File: config.mk
export PLATFORM = sky130hd
export DESIGN_NAME = trans_reader
export DESIGN_NICKNAME = d
export VERILOG_FILES = /design/src/rtl/trans_pkg.sv /design/src/rtl/trans_word_fifo.sv /design/src/rtl/trans_reader.sv
export SDC_FILE = /design/constraint.sdc
export NUM_CORES = 1
export LEC_CHECK = 0
export CAP_MARGIN = 20
export CORE_MARGIN = 5
export CORE_UTILIZATION = 45
export CTS_CLUSTER_DIAMETER = 40
export CTS_CLUSTER_SIZE = 10
export DETAILED_ROUTE_END_ITERATION = 16
export MAX_ROUTING_LAYER = met4
export PLACE_DENSITY = 0.68
export SLEW_MARGIN = 0
export SYNTH_ARGS = -nofsm -noshare
export SYNTH_HDL_FRONTEND = slang
export SYNTH_HIERARCHICAL = 1
export SYNTH_SLANG_ARGS = --single-unit
File: constraint.sdc
create_clock -name clk -period 49.6 [get_ports clk]
set_clock_uncertainty 0.1 [all_clocks]
set_input_delay 9.92 -clock clk [delete_from_list [all_inputs] [get_ports clk]]
set_output_delay 9.92 -clock clk [all_outputs]
set_load 0.05 [all_outputs]
File: src/rtl/trans_pkg.sv
// Shared constants and FSM encoding for the transpose writer/reader pair.
// Both sides of the 512-bit result buffer derive their geometry from here.
package trans_pkg;

    localparam int M_ROW  = 64;
    localparam int M_COW  = 64;
    localparam int DW     = 64;
    localparam int LANES  = 8;

    localparam int NE     = M_ROW * M_COW;
    localparam int NW     = NE / LANES;
    localparam int AW     = $clog2(NW);
    localparam int LANE_W = $clog2(LANES);
    localparam int ELEM_W = $clog2(NE);
    localparam int COL_W  = $clog2(M_ROW);

    typedef enum logic [1:0] {
        ST_IDLE  = 2'd0,
        ST_RUN   = 2'd1,
        ST_DRAIN = 2'd2,
        ST_DONE  = 2'd3
    } trans_state_e;

endpackage

File: src/rtl/trans_word_fifo.sv
// Two-entry word FIFO between the buffer read port and the lane unpacker.
// A push in the same cycle as a pop is accepted even when the FIFO is full.
module trans_word_fifo
    import trans_pkg::*;
#(
    parameter int WIDTH = LANES * DW
) (
    input  logic             clk,
    input  logic             rst_n,
    input  logic             push,
    input  logic [WIDTH-1:0] wdata,
    input  logic             pop,
    output logic [WIDTH-1:0] rdata,
    output logic [1:0]       count
);

    logic [WIDTH-1:0] mem [2];
    logic             wr_ptr;
    logic             rd_ptr;
    logic             do_push;
    logic             do_pop;

    assign do_pop  = pop && (count != 2'd0);
    assign do_push = push && ((count != 2'd2) || do_pop);
    assign rdata   = mem[rd_ptr];

    // NOTE: the storage array has no reset; count alone decides which entries are live.
    always_ff @(posedge clk) begin
        if (do_push) begin
            mem[wr_ptr] <= wdata;
        end
    end

    // NOTE: sequential state is updated with non-blocking assignments only, so every
    // register in this block sees the pre-edge values of the others.
    always_ff @(posedge clk) begin
        if (!rst_n) begin
            wr_ptr <= 1'b0;
            rd_ptr <= 1'b0;
            count  <= 2'd0;
        end else begin
            if (do_push) begin
                wr_ptr <= ~wr_ptr;
            end
            if (do_pop) begin
                rd_ptr <= ~rd_ptr;
            end
            case ({do_push, do_pop})
                2'b10:   count <= count + 2'd1;
                2'b01:   count <= count - 2'd1;
                default: ;
            endcase
        end
    end

endmodule

File: src/rtl/trans_reader.sv
// Streams the transpose result buffer back out as one DW-bit element per handshake,
// prefetching at most two words ahead of the lane unpacker.
module trans_reader
    import trans_pkg::*;
#(
    parameter int RD_LAT = 1
) (
    input  logic                  clk,
    input  logic                  rst_n,
    input  logic                  start,
    output logic                  busy,
    output logic                  done,
    output logic                  rd_en,
    output logic [AW-1:0]         raddr,
    input  logic [LANES*DW-1:0]   rd_data,
    output logic                  m_valid,
    input  logic                  m_ready,
    output logic [DW-1:0]         m_data,
    output logic                  m_last,
    output logic                  m_eot
);

    trans_state_e              state;
    trans_state_e              state_nxt;

    logic [AW:0]               rd_cnt;
    logic [1:0]                inflight;
    logic [RD_LAT-1:0]         rd_pipe;
    logic [LANE_W-1:0]         lane_cnt;
    logic [ELEM_W-1:0]         elem_cnt;
    logic [COL_W-1:0]          col_cnt;

    logic                      start_ok;
    logic                      push;
    logic                      pop;
    logic                      xfer;
    logic                      last_read;
    logic [1:0]                fifo_count;
    logic [LANES*DW-1:0]       fifo_rdata;
    logic [LANES-1:0][DW-1:0]  head;
    logic [2:0]                words_ahead;

    assign start_ok    = (state == ST_IDLE) && start;
    assign push        = rd_pipe[RD_LAT-1];
    assign xfer        = m_valid && m_ready;
    assign pop         = xfer && (lane_cnt == LANE_W'(LANES - 1));
    assign words_ahead = {1'b0, fifo_count} + {1'b0, inflight};
    assign last_read   = rd_en && (rd_cnt == (AW + 1)'(NW - 1));
    assign raddr       = rd_cnt[AW-1:0];

    // The FIFO head is the word being unpacked, so the element is valid as soon
    // as a word lands and the next word is already in place at lane LANES-1.
    assign head     = fifo_rdata;
    assign m_valid  = (fifo_count != 2'd0);
    assign m_data   = m_valid ? head[lane_cnt] : '0;
    assign m_last   = m_valid && (col_cnt == COL_W'(M_ROW - 1));
    assign m_eot    = m_valid && (elem_cnt == ELEM_W'(NE - 1));

    trans_word_fifo #(
        .WIDTH (LANES * DW)
    ) u_word_fifo (
        .clk   (clk),
        .rst_n (rst_n),
        .push  (push),
        .wdata (rd_data),
        .pop   (pop),
        .rdata (fifo_rdata),
        .count (fifo_count)
    );

    always_ff @(posedge clk) begin
        if (!rst_n) begin
            state <= ST_IDLE;
        end else begin
            state <= state_nxt;
        end
    end

    // NOTE: every signal driven here gets a default first, so no path leaves it
    // unassigned and no latch is inferred.
    always_comb begin
        state_nxt = state;
        case (state)
            ST_IDLE:  if (start)        state_nxt = ST_RUN;
            ST_RUN:   if (last_read)    state_nxt = ST_DRAIN;
            ST_DRAIN: if (xfer && m_eot) state_nxt = ST_DONE;
            ST_DONE:                    state_nxt = ST_IDLE;
            default:                    state_nxt = ST_IDLE;
        endcase
    end

    always_comb begin
        busy  = 1'b0;
        done  = 1'b0;
        rd_en = 1'b0;
        case (state)
            ST_RUN: begin
                busy  = 1'b1;
                rd_en = (words_ahead < 3'd2) && (rd_cnt < (AW + 1)'(NW));
            end
            ST_DRAIN: busy = 1'b1;
            ST_DONE:  done = 1'b1;
            default:  ;
        endcase
    end

    // Read-latency shift register; clearing it on reset drops any data still
    // on its way back from the buffer.
    always_ff @(posedge clk) begin
        if (!rst_n) begin
            rd_pipe <= '0;
        end else begin
            rd_pipe[0] <= rd_en;
            for (int i = 1; i < RD_LAT; i++) begin
                rd_pipe[i] <= rd_pipe[i-1];
            end
        end
    end

    always_ff @(posedge clk) begin
        if (!rst_n) begin
            inflight <= 2'd0;
        end else begin
            case ({rd_en, push})
                2'b10:   inflight <= inflight + 2'd1;
                2'b01:   inflight <= inflight - 2'd1;
                default: ;
            endcase
        end
    end

    always_ff @(posedge clk) begin
        if (!rst_n) begin
            rd_cnt   <= '0;
            lane_cnt <= '0;
            elem_cnt <= '0;
            col_cnt  <= '0;
        end else if (start_ok) begin
            rd_cnt   <= '0;
            lane_cnt <= '0;
            elem_cnt <= '0;
            col_cnt  <= '0;
        end else begin
            if (rd_en) begin
                rd_cnt <= rd_cnt + 1'b1;
            end
            if (xfer) begin
                lane_cnt <= (lane_cnt == LANE_W'(LANES - 1)) ? '0 : lane_cnt + 1'b1;
                col_cnt  <= (col_cnt == COL_W'(M_ROW - 1)) ? '0 : col_cnt + 1'b1;
                elem_cnt <= elem_cnt + 1'b1;
            end
        end
    end

endmodule

---- Yosys cells after proc, flatten, opt, wreduce, memory -nomap -nowiden ----
Memory sizes are Yosys's and may differ from the RTL's. A register that Yosys moved wholly into a read port is not among the register bits.
Index checks and enable logic that the tools add are counted.
word-level totals
  word-level logic and storage cells ...... 77
  bits in writable memories ............... 1024
  input bits .............................. 516
  memories kept ........................... 1
  bits in registers ....................... 40
memories
  memory           depth  width  rd ports  clocked after memory_dff  write ports  RTL line               RTL
  u_word_fifo.mem  2      512    1         1                         1            trans_word_fifo.sv:17  logic [WIDTH-1:0] mem [2];
operators by class
  equal/unequal tests ..................... 15
  order comparisons ....................... 3
  add/subtract/negate cells ............... 9
  mux-type cells .......................... 18
  reductions and logical operators ........ 18
  bitwise operators ....................... 3
operator list
  kind                     count
  $bmux W64 S3             1
  $mux W64                 2
  $add A12 B1 Y12 const B  1
  $eq A12 B12 Y1 const B   1
  $add A10 B1 Y10 const B  1
  $eq A10 B9 Y1 const B    1
  $logic_and A1 B1 Y1      10
  $lt A10 B10 Y1 const B   1
  $eq A2 B2 Y1 const B     4
  $ne A2 B2 Y1 const B     4
  $pmux W2 S2              2
  $pmux W2 S4              1
  $mux W1                  7
  $add A6 B1 Y6 const B    1
  $eq A2 B1 Y1 const B     3
  $eq A6 B6 Y1 const B     1
  $mux W2                  3
  $mux W6                  1
  $reduce_bool A2 Y1       3
  $add A2 B1 Y2 const B    2
  $lt A3 B4 Y1 const B     1
  $reduce_or A2 Y1         2
  $sub A2 B1 Y2 const B    2
  $add A2 B2 Y3            1
  8 further kinds          10

---- Depth between registers and ports, before layout ----
Gate-level depths: netlist of run 1.
  depth in word-level cells ............... 8
  mapped depth ............................ 8
  depth with buffers taken out ............ 8

---- By module ----
Netlist of run 1, hierarchy kept.
modules (own cells, without submodules)
  module           cells each  area an instance (µm²)  times used  seq. area each (µm²)
  trans_word_fifo  1618        37392.1                 1           30849.6
  trans_reader     504         5709.2                  1           720.7

---- Worst setup path before layout of run 1 ----
No wires, ideal clock.
  path kind ............................... input to register
  start ................................... input port m_ready
  end ..................................... memory u_word_fifo/mem[0][0] in the netlist's numbering, enable pin
  stages .................................. 5
  arrival ................................. 31783 ps
  buffers on the path ..................... 1
  path slack .............................. 16319 ps
  data required time ...................... 48101 ps
  cell sequence ........................... o21a_1 > clkbuf_1 > and2_1 > o31ai_2 > nor2_1
between the ends
  cells in the longest elaborated chain, start to end .. 7
ends and longest elaborated chain
  what                           RTL line               RTL
  start: declaration             trans_reader.sv:17     input logic m_ready,
  $logic_and A1 B1 Y1            trans_reader.sv:45     assign xfer = m_valid && m_ready;
  $logic_and A1 B1 Y1            trans_reader.sv:46     assign pop = xfer && (lane_cnt == LANE_W'(LANES - 1));
  via pop                        trans_reader.sv:35     logic pop;
  $logic_and A1 B1 Y1            trans_word_fifo.sv:23  assign do_pop = pop && (count != 2'd0);
  $logic_or A1 B1 Y1             trans_word_fifo.sv:24  assign do_push = push && ((count != 2'd2) || do_pop);
  $logic_and A1 B1 Y1            trans_word_fifo.sv:24
  $mux W1                        trans_word_fifo.sv:29  if (do_push) begin
  $mux W1 (not written as such)  trans_word_fifo.sv:30  mem[wr_ptr] <= wdata;
  end: declaration               trans_word_fifo.sv:17
The timed path passes the listed nets, and every way through them passes these cells.

==> run_results.csv, run 1 <==
group,metric,value,unit
worst_setup_path,arrival,5.48,ns
sta,report.final.hold_viol_count,0,
grt,grt_pass1_vias,24000,
sta,setup_ws,34.10,ns
yosys,synth_area_per_cell,20.3,um2
drt,wl,101000,um
min_path,hp-class,"flop to flop",
yosys,synthMuxAreaShare,0.216,
drt,first_pass_iters,5,
clock_network,cts_tree,"done",
clock_network,postCtsSetupBuffers,0,
drt,drt-initial-drc-count,1414,
worst_setup_path,cp-start-kind,"flop",
sta,setup_viol,0,
yosys,ys_seq_elements,1065,
grt,grt_pass1_wl,149000,um
placement,dp_cells,3892,
grt,grtUsageTotal,0.200,
clock_network,clockBufferDepth,3,
yosys,synth_ff_type,"edfxtp_1",
cells_and_area,final_nets,3308,
sta,rsz0062_at_grt,"false",
yosys,syn_inst,2122,
yosys,yosys.area_share.simple,0.0166,
drt,wl_met2,53900,um
flow_run,cap_violations,0,
sta,worstMarginPinSlew,1.23,ns
min_path,hold_start,"col_cnt[1]",
placement,pre_cts_ws,33.45,ns
clock_network,clk_latency,0.72,ns
clock_network,cts_made_buffers,147,
yosys,synth_fa_ha_area_frac,0.00366,
floorplanning,die_h,319,um
drt,viasPerCell,5.22,
clock_network,cts_root_buf,"clkbuf_16",
drt,drc,0,
clock_network,h-tree-depth,4,
placement,gp_congestion,0.804,
outcome,outcome,"finished clean",
floorplanning,initial_core_util,0.454,
floorplanning,die_x,319,um
power_and_ir_drop,power_density,44.6,nW/um2
yosys,synth_xor_area_frac,0.00488,
sta,final_max_slew_viol_count,0,
floorplanning,ios,595,
power_and_ir_drop,power_leakage,17.5,nW
clock_network,clock_sinks,1065,
cells_and_area,final_cells,4178,
floorplanning,dieArea,102000,um2
cells_and_area,area_delta_synth_final,27.5,%
worst_setup_path,cp_max_fo,77,
yosys,yosysWarnings,6,
yosys,synth_edf_count,1024,
power_and_ir_drop,power,2.45,mW
cells_and_area,drive_gt1_frac,0.309,
grt,gr-total-overflow,0,
clock_network,cts-resized-gates,0,
drt,vias,21800,
cells_and_area,final_cell_mix,"edfxtp_1, clkdlybuf4s50_1, mux2_2",
floorplanning,num_rows,113,
drt,drtAntennaViolNets,0,
yosys,ys_seq_area_frac,0.732,
drt,avgRoutedWirePerCell,24.1,um
clock_network,clk_pin_slew,0.05,ns
yosys,syn_area,43100,um2
sta,period_minus_slack,15.50,ns
worst_setup_path,r2r_start,"lane_cnt[0]",
yosys,synth_top_family_by_area,"multiplexers",
worst_setup_path,worstPathRequired,39.58,ns
drt,wl_met3,6850,um
grt,grt_max_degree,175,
yosys,netlist-cell-type-count,44,
yosys,async_flop_share,0,
placement,place.detailed.hpwl,64700,um
grt,antenna_found_initial,40,
cells_and_area,final_common_cell,"edfxtp_1",
yosys,syn-num-nets,2650,
placement,port_buffers,594,
sta,post-route-period-util,0.312,
drt,topRoutingLayerUsed,"met4",
worst_setup_path,crit_type,"flop to primary output",
power_and_ir_drop,peakVddDrop,0.0330,mV
worst_setup_path,endpoint_kind,"primary output",
sta,fin_setup_tns,0,ns
sta,slew_headroom,0.181,
clock_network,holdBufCountCts,0,
drt,wl_met1,37700,um
yosys,synth_compound_area_frac,0.00427,
floorplanning,coreArea,95000,um2
sta,max_clock_freq,64.5,MHz
power by group:
part,internal (mW),leakage (nW),switching [mW]
logic,0.145,5.53,0.173
clock network,0.633,2.30,0.376
registers,1.10,9.62,0.0233
cell usage after synthesis (2+ instances only):
cell type	count	area (um2)
nor2_1	96	360
edfxtp_1	1024	30700
nand2_1	28	105
mux4_2	128	2880
a21oi_1	9	45.0
and4_1	2	17.5
buf_2	18	90.1
nand3_1	9	45.0
buf_1	4	15.0
buf_4	9	67.6
clkbuf_8	8	110
or3_1	3	18.8
buf_6	46	518
xor2_1	15	131
dfxtp_1	41	821
o21a_1	3	22.5
inv_1	8	30.0
nand4_1	5	31.3
o21ai_0	6	30.0
and3_1	2	12.5
ha_1	11	138
and2_1	7	43.8
clkbuf_1	29	109
nor3_1	5	25.0
mux2i_1	66	661
mux2_2	513	5780
nor2b_1	2	12.5
xnor2_1	9	78.8
worst max-delay path, stage by stage, from the launching register on:
cell and delay, ns:
dfxtp_4 0.99, buf_4 0.93, buf_4 0.73, mux2_2 0.41
mux4_2 0.48, mux2i_1 0.18, nor2_1 0.08, clkdlybuf4s50_1 0.74
cell type report:
cell class | instances | area [um2]
Clock inverter | 75 | 926
Fill cell | 7118 | 40000
Multi-Input combinational cell | 934 | 10600
Clock buffer | 168 | 3840
Inverter | 9 | 35.0
Timing Repair Buffer | 623 | 6290
Tap cell | 1265 | 1580
Sequential cell | 1065 | 31600
Antenna cell | 39 | 97.6
flip-flops by register name, summed over array words and instances (netlist names), 2 cells and up, named ones only:
signal	flops
inflight	2
u_word_fifo/mem	1024
col_cnt	6
lane_cnt	3
state	2
elem_cnt	12
rd_cnt	10
u_word_fifo/count	2
final timing paths:
kind              cells past startpoint  slack [ns]                       to
setup / recovery                      7       34.10               m_data[50]
hold / removal                        2        0.38               col_cnt[1]
setup reg to reg                     11       43.50  u_word_fifo/mem[1][302]
hold reg to reg                       2        0.38               col_cnt[1]
cell families (layout without fill, tap and decap cells):
logic type,count (synthesis),in the layout
multiplexers,707,707
adder cells (fa/ha/maj),12,12
buffers and inverters,123,875
XOR/XNOR,24,24
AO/OA/AOI/OAI,28,28
flip-flops,1065,1065
other,0,39
AND/OR/NAND/NOR,163,163
metal layers:
layer	vias to the layer above	global-route usage
li1	9887	-
met1	11200	0.227
met2	590	0.340
met3	148	0.0591
met4	0	0.0681
met5	-	-
stage by stage:
stage               utilization  hold WS (ns)  instance area, um2
detailed placement        0.526         0.377               50000
CTS                       0.576         0.384               54800
floorplan                     -         0.338               43100
global route              0.578         0.407               55000
finish                    0.578         0.381               55000
global placement          0.526         0.366               50000
Note: power is estimated with default switching activity, not from simulation.
==> run 2, diff against run 1 <==
- clock period: 49.6 -> 15.8 ns (I/O delays scaled with it)
==> run_results.csv, run 2 (same netlist as run 1, synthesis figures left out) <==
group,metric,value,unit
outcome,outcome,"finished clean",
cells_and_area,top_regs,"u_word_fifo/mem: 1024 flops, elem_cnt: 12 flops, rd_cnt: 10 flops",
placement,pre_cts_ws,7.51,ns
power_and_ir_drop,switching_share,0.234,
worst_setup_path,path_cells,"buf_4 -> buf_4 -> mux2_2 -> mux4_2 -> mux2i_1 -> nor2_1 -> clkdlybuf4s50_1",
cells_and_area,area_delta_synth_final,27.4,%
placement,gp_congestion,0.798,
worst_setup_path,cp-start-kind,"flop",
cells_and_area,top_register,"u_word_fifo/mem",
sta,slew_headroom,0.276,
sta,setup_viol,0,
flow_run,cap_violations,0,
clock_network,cts_root_buf,"clkbuf_16",
cells_and_area,final_nets,3310,
power_and_ir_drop,clkPwrFrac,0.408,
worst_setup_path,endpoint_kind,"primary output",
placement,place.detailed.hpwl,65200,um
drt,vias,22000,
worst_setup_path,cp_max_fo,80,
min_path,hold_start,"col_cnt[1]",
power_and_ir_drop,switchingPower,1.80,mW
power_and_ir_drop,power_leakage,17.4,nW
sta,worstMarginPinSlew,1.09,ns
worst_setup_path,crit_buf_inv,3,
worst_setup_path,arrival,5.45,ns
cells_and_area,final_cell_mix,"edfxtp_1, clkdlybuf4s50_1, mux2_2",
clock_network,cts_made_buffers,149,
worst_setup_path,path_common_cell,"buf_4",
min_path,hp-class,"flop to flop",
grt,grt_pass1_vias,24100,
worst_setup_path,worstPathRequired,12.54,ns
floorplanning,die_x,319,um
sta,rsz0062_at_grt,"false",
floorplanning,dieArea,102000,um2
grt,grt_pass1_wl,150000,um
drt,drt-initial-drc-count,1849,
clock_network,cts_tree,"done",
drt,first_pass_iters,6,
min_path,hold_path_depth,2,
floorplanning,die_h,319,um
placement,port_buffers,594,
clock_network,clock_sinks,1065,
power_and_ir_drop,power_density,140,nW/um2
drt,wl,100000,um
drt,drc,0,
power_and_ir_drop,peakVddDrop,0.100,mV
floorplanning,coreArea,95000,um2
sta,report.final.hold_viol_count,0,
cells_and_area,largest_reg_flops,1024,
grt,antenna_found_initial,47,
worst_setup_path,r2r_start,"lane_cnt[1]",
power_and_ir_drop,combPwrFrac,0.131,
worst_setup_path,crit_type,"flop to primary output",
worst_setup_path,max_stage_delay,1.02,ns
sta,max_clock_freq,115,MHz
grt,gr-total-overflow,0,
drt,drtAntennaViolNets,0,
sta,hold_slack,0.379,ns
floorplanning,num_rows,113,
worst_setup_path,slowest_stage,"dfxtp_4",
sta,final_max_slew_viol_count,0,
clock_network,cts-resized-gates,0,
drt,avgRoutedWirePerCell,23.9,um
grt,grt_max_degree,177,
drt,viasPerCell,5.24,
clock_network,clockBufferDepth,3,
sta,post-route-period-util,0.551,
clock_network,clk_pin_slew,0.05,ns
power_and_ir_drop,intPower,5.87,mW
worst_setup_path,r2r_cells,8,
floorplanning,ios,595,
cells_and_area,final_common_cell,"edfxtp_1",
clock_network,h-tree-depth,4,
power_and_ir_drop,seqPwrFrac,0.461,
clock_network,postCtsSetupBuffers,0,
floorplanning,initial_core_util,0.454,
sta,period_minus_slack,8.71,ns
clock_network,holdBufCountCts,0,
clock_network,clk_latency,0.73,ns
grt,grtUsageTotal,0.200,
worst_setup_path,critPathTopFamily,"buffers and inverters",
worst_setup_path,worst-path-stages,7,
sta,setup_ws,7.09,ns
cells_and_area,drive_gt1_frac,0.308,
## run 2: stage by stage
| step | setup TNS [ns] | cell area, um2 | total power, mW | util | std cells |
|---|---|---|---|---|---|
| 2_1_floorplan | -2073.14 | 43100 | 4.35 | - | 2122 |
| 3_3_place_gp | 0 | 50000 | 4.55 | 0.526 | 3892 |
| 3_5_place_dp | 0 | 50000 | 4.60 | 0.526 | 3893 |
| 4_1_cts | 0 | 54700 | 7.75 | 0.576 | 4149 |
| 5_1_grt | 0 | 54900 | 7.97 | 0.578 | 4198 |
| 6_report | 0 | 54900 | 7.67 | 0.578 | 4199 |
## run 2: worst paths after layout
check	end	slack [ns]
hold / removal	col_cnt[1]	0.38
setup reg to reg	u_word_fifo/mem[0][36]	10.95
setup / recovery	m_data[3]	7.09
hold reg to reg	col_cnt[1]	0.38
## run 2: layout make-up
| cell class | instances | area (um2) |
|---|---|---|
| fillers | 7055 | 40100 |
| flip-flops and latches | 1065 | 31600 |
| multi-input cells | 934 | 10600 |
| repair buffers | 623 | 6290 |
| clock buffers | 183 | 3990 |
| well taps | 1265 | 1580 |
| clock inverters | 73 | 717 |
| diodes | 47 | 118 |
| inverters | 9 | 35.0 |
## run 2: power by group through the flow
stage	sequential, mW	combinational [mW]	clock (mW)
final	3.53	1.01	3.13
after global routing	3.55	1.08	3.34
after CTS	3.54	1.02	3.20
after detailed placement	3.59	1.01	0
after global placement	3.57	0.979	0
after floorplan	3.73	0.615	0
## run 2: per-layer routing
metal,part of all wire,global-route usage,wire [um],vias to the layer above
li1,-,-,-,9911
met1,0.39,0.230,38700,11300
met2,0.52,0.336,52500,633
met3,0.069,0.0649,6930,151
met4,0.023,0.0638,2330,0
met5,0,-,0,-
## run 2: worst register-to-register path: stages, from the launching register on
cell and delay, ns:
dfxtp_4 0.86, ha_1 0.29, ha_1 0.17, and2_1 0.20, o31ai_2 0.13, nor2_4 0.48
buf_4 0.53, buf_4 0.76, buf_4 0.87
==> run 3, diff against run 2 <==
- PLACE_DENSITY: 0.68 -> 0.7
- clock period: 15.8 -> 7.21 ns (I/O delays scaled with it)
==> run_results.csv, run 3 (same netlist as run 1, synthesis figures left out) <==
group,metric,value,unit
power_and_ir_drop,switchingPower,3.95,mW
min_path,hold_path_depth,2,
placement,place.detailed.hpwl,66000,um
floorplanning,initial_core_util,0.454,
clock_network,cts_root_buf,"clkbuf_16",
worst_setup_path,r2r_cells,7,
worst_setup_path,arrival,4.17,ns
placement,dpl_cell_area,50300,um2
sta,period_minus_slack,5.71,ns
grt,grtUsageTotal,0.200,
floorplanning,coreArea,95000,um2
power_and_ir_drop,switching_share,0.235,
clock_network,clk_pin_slew,0.06,ns
drt,first_pass_iters,5,
sta,slew_headroom,0.310,
clock_network,clk_latency,0.73,ns
grt,grt_max_degree,136,
clock_network,clockBufferDepth,3,
clock_network,cts_made_buffers,148,
drt,viasPerCell,5.26,
worst_setup_path,endpoint_kind,"primary output",
power_and_ir_drop,peakVddDrop,0.193,mV
sta,report.final.hold_viol_count,0,
sta,hold_slack,0.399,ns
drt,avgRoutedWirePerCell,23.9,um
cells_and_area,design_area,55100,um2
clock_network,holdBufCountCts,0,
clock_network,postCtsSetupBuffers,0,
grt,grt_pass1_wl,149000,um
cells_and_area,top_regs,"u_word_fifo/mem: 1024 flops, elem_cnt: 12 flops, rd_cnt: 10 flops",
placement,port_buffers,594,
power_and_ir_drop,power,16.8,mW
drt,wl_met3,5690,um
sta,setup_viol,0,
power_and_ir_drop,clkPwrFrac,0.408,
flow_run,cap_violations,0,
cells_and_area,top_register,"u_word_fifo/mem",
worst_setup_path,worstPathRequired,5.67,ns
sta,final_max_slew_viol_count,0,
cells_and_area,final_nets,3321,
power_and_ir_drop,combPwrFrac,0.132,
drt,topRoutingLayerUsed,"met4",
drt,vias,22100,
drt,drt-initial-drc-count,1558,
sta,rsz0062_at_grt,"false",
power_and_ir_drop,intPower,12.9,mW
drt,wl,100000,um
floorplanning,dieArea,102000,um2
power_and_ir_drop,power_density,305,nW/um2
clock_network,clock_sinks,1065,
sta,setup_ws,1.50,ns
sta,post-route-period-util,0.792,
clock_network,h-tree-depth,4,
cells_and_area,final_common_cell,"edfxtp_1",
sta,worstMarginPinSlew,1.03,ns
placement,gp_congestion,0.785,
grt,grt_pass1_vias,24300,
cells_and_area,largest_reg_flops,1024,
grt,antenna_found_initial,36,
cells_and_area,drive_gt1_frac,0.314,
clock_network,cts_tree,"done",
drt,wl_met1,38700,um
drt,wl_met2,53900,um
sta,max_clock_freq,175,MHz
floorplanning,num_rows,113,
drt,drc,0,
cells_and_area,final_cell_mix,"edfxtp_1, clkdlybuf4s50_1, mux2_2",
floorplanning,die_h,319,um
drt,drtAntennaViolNets,0,
worst_setup_path,crit_type,"flop to primary output",
power_and_ir_drop,power_leakage,17.5,nW
cells_and_area,area_delta_synth_final,27.9,%
min_path,hp-class,"flop to flop",
placement,pre_cts_ws,2.20,ns
worst_setup_path,cp_max_fo,51,
worst_setup_path,cp-start-kind,"flop",
power_and_ir_drop,seqPwrFrac,0.460,
floorplanning,ios,595,
clock_network,cts-resized-gates,0,
floorplanning,die_x,319,um
grt,gr-total-overflow,0,
outcome,outcome,"finished clean",
run 3: cell count changes in the layout (fill, tap and decap cells not counted), sizes merged:
cell and change:
clkinvlp +3, clkbuf -6, inv +2, clkinv -7
diode -8, buf +12, bufinv +2
run 3: through the flow:
stage / util / TNS [ns] / std cells
final: 0.580 / 0 / 4197
after global routing: 0.580 / 0 / 4194
after CTS: 0.579 / 0 / 4157
after detailed placement: 0.529 / 0 / 3907
after global placement: 0.529 / 0 / 3907
after floorplan: - / -2945.01 / 2122
run 3: power groups by stage:
stage / clock network (mW) / registers, mW / logic (mW)
3_3_place_gp: 0 / 7.82 / 2.17
6_report: 6.87 / 7.74 / 2.21
4_1_cts: 7.04 / 7.75 / 2.24
3_5_place_dp: 0 / 7.87 / 2.23
5_1_grt: 7.35 / 7.79 / 2.37
2_1_floorplan: 0 / 8.00 / 1.35
run 3: path summary, 6_finish.rpt:
path / start / end / slack [ns]
worst max register to register: lane_cnt[2] / u_word_fifo/mem[0][374] / 3.20
worst min-delay path: rd_cnt[9] / rd_cnt[9] / 0.40
worst max-delay path: flop / m_data[5] / 1.50
worst min register to register: rd_cnt[9] / rd_cnt[9] / 0.40
run 3: cell type report:
cell class              count  area, um2
diodes                     39       97.6
clock buffers             177       3900
clock inverters            73        845
fillers                  7048      39900
inverters                   9       35.0
multi-input cells         934      10600
flip-flops and latches   1065      31600
well taps                1265       1580
repair buffers            635       6460
run 3: routing by layer:
layer,track usage,up-vias
li1,-,9918
met1,0.231,11400
met2,0.342,595
met3,0.0504,140
met4,0.0685,0
met5,-,-
run 3: worst max-delay path, cell delays in order (launching register included):
cell and delay (ns):
dfxtp_4 0.92, buf_4 0.47, mux2_2 0.39, mux4_2 0.56, mux2i_1 0.19, nor2_1 0.07, clkdlybuf4s50_1 0.78
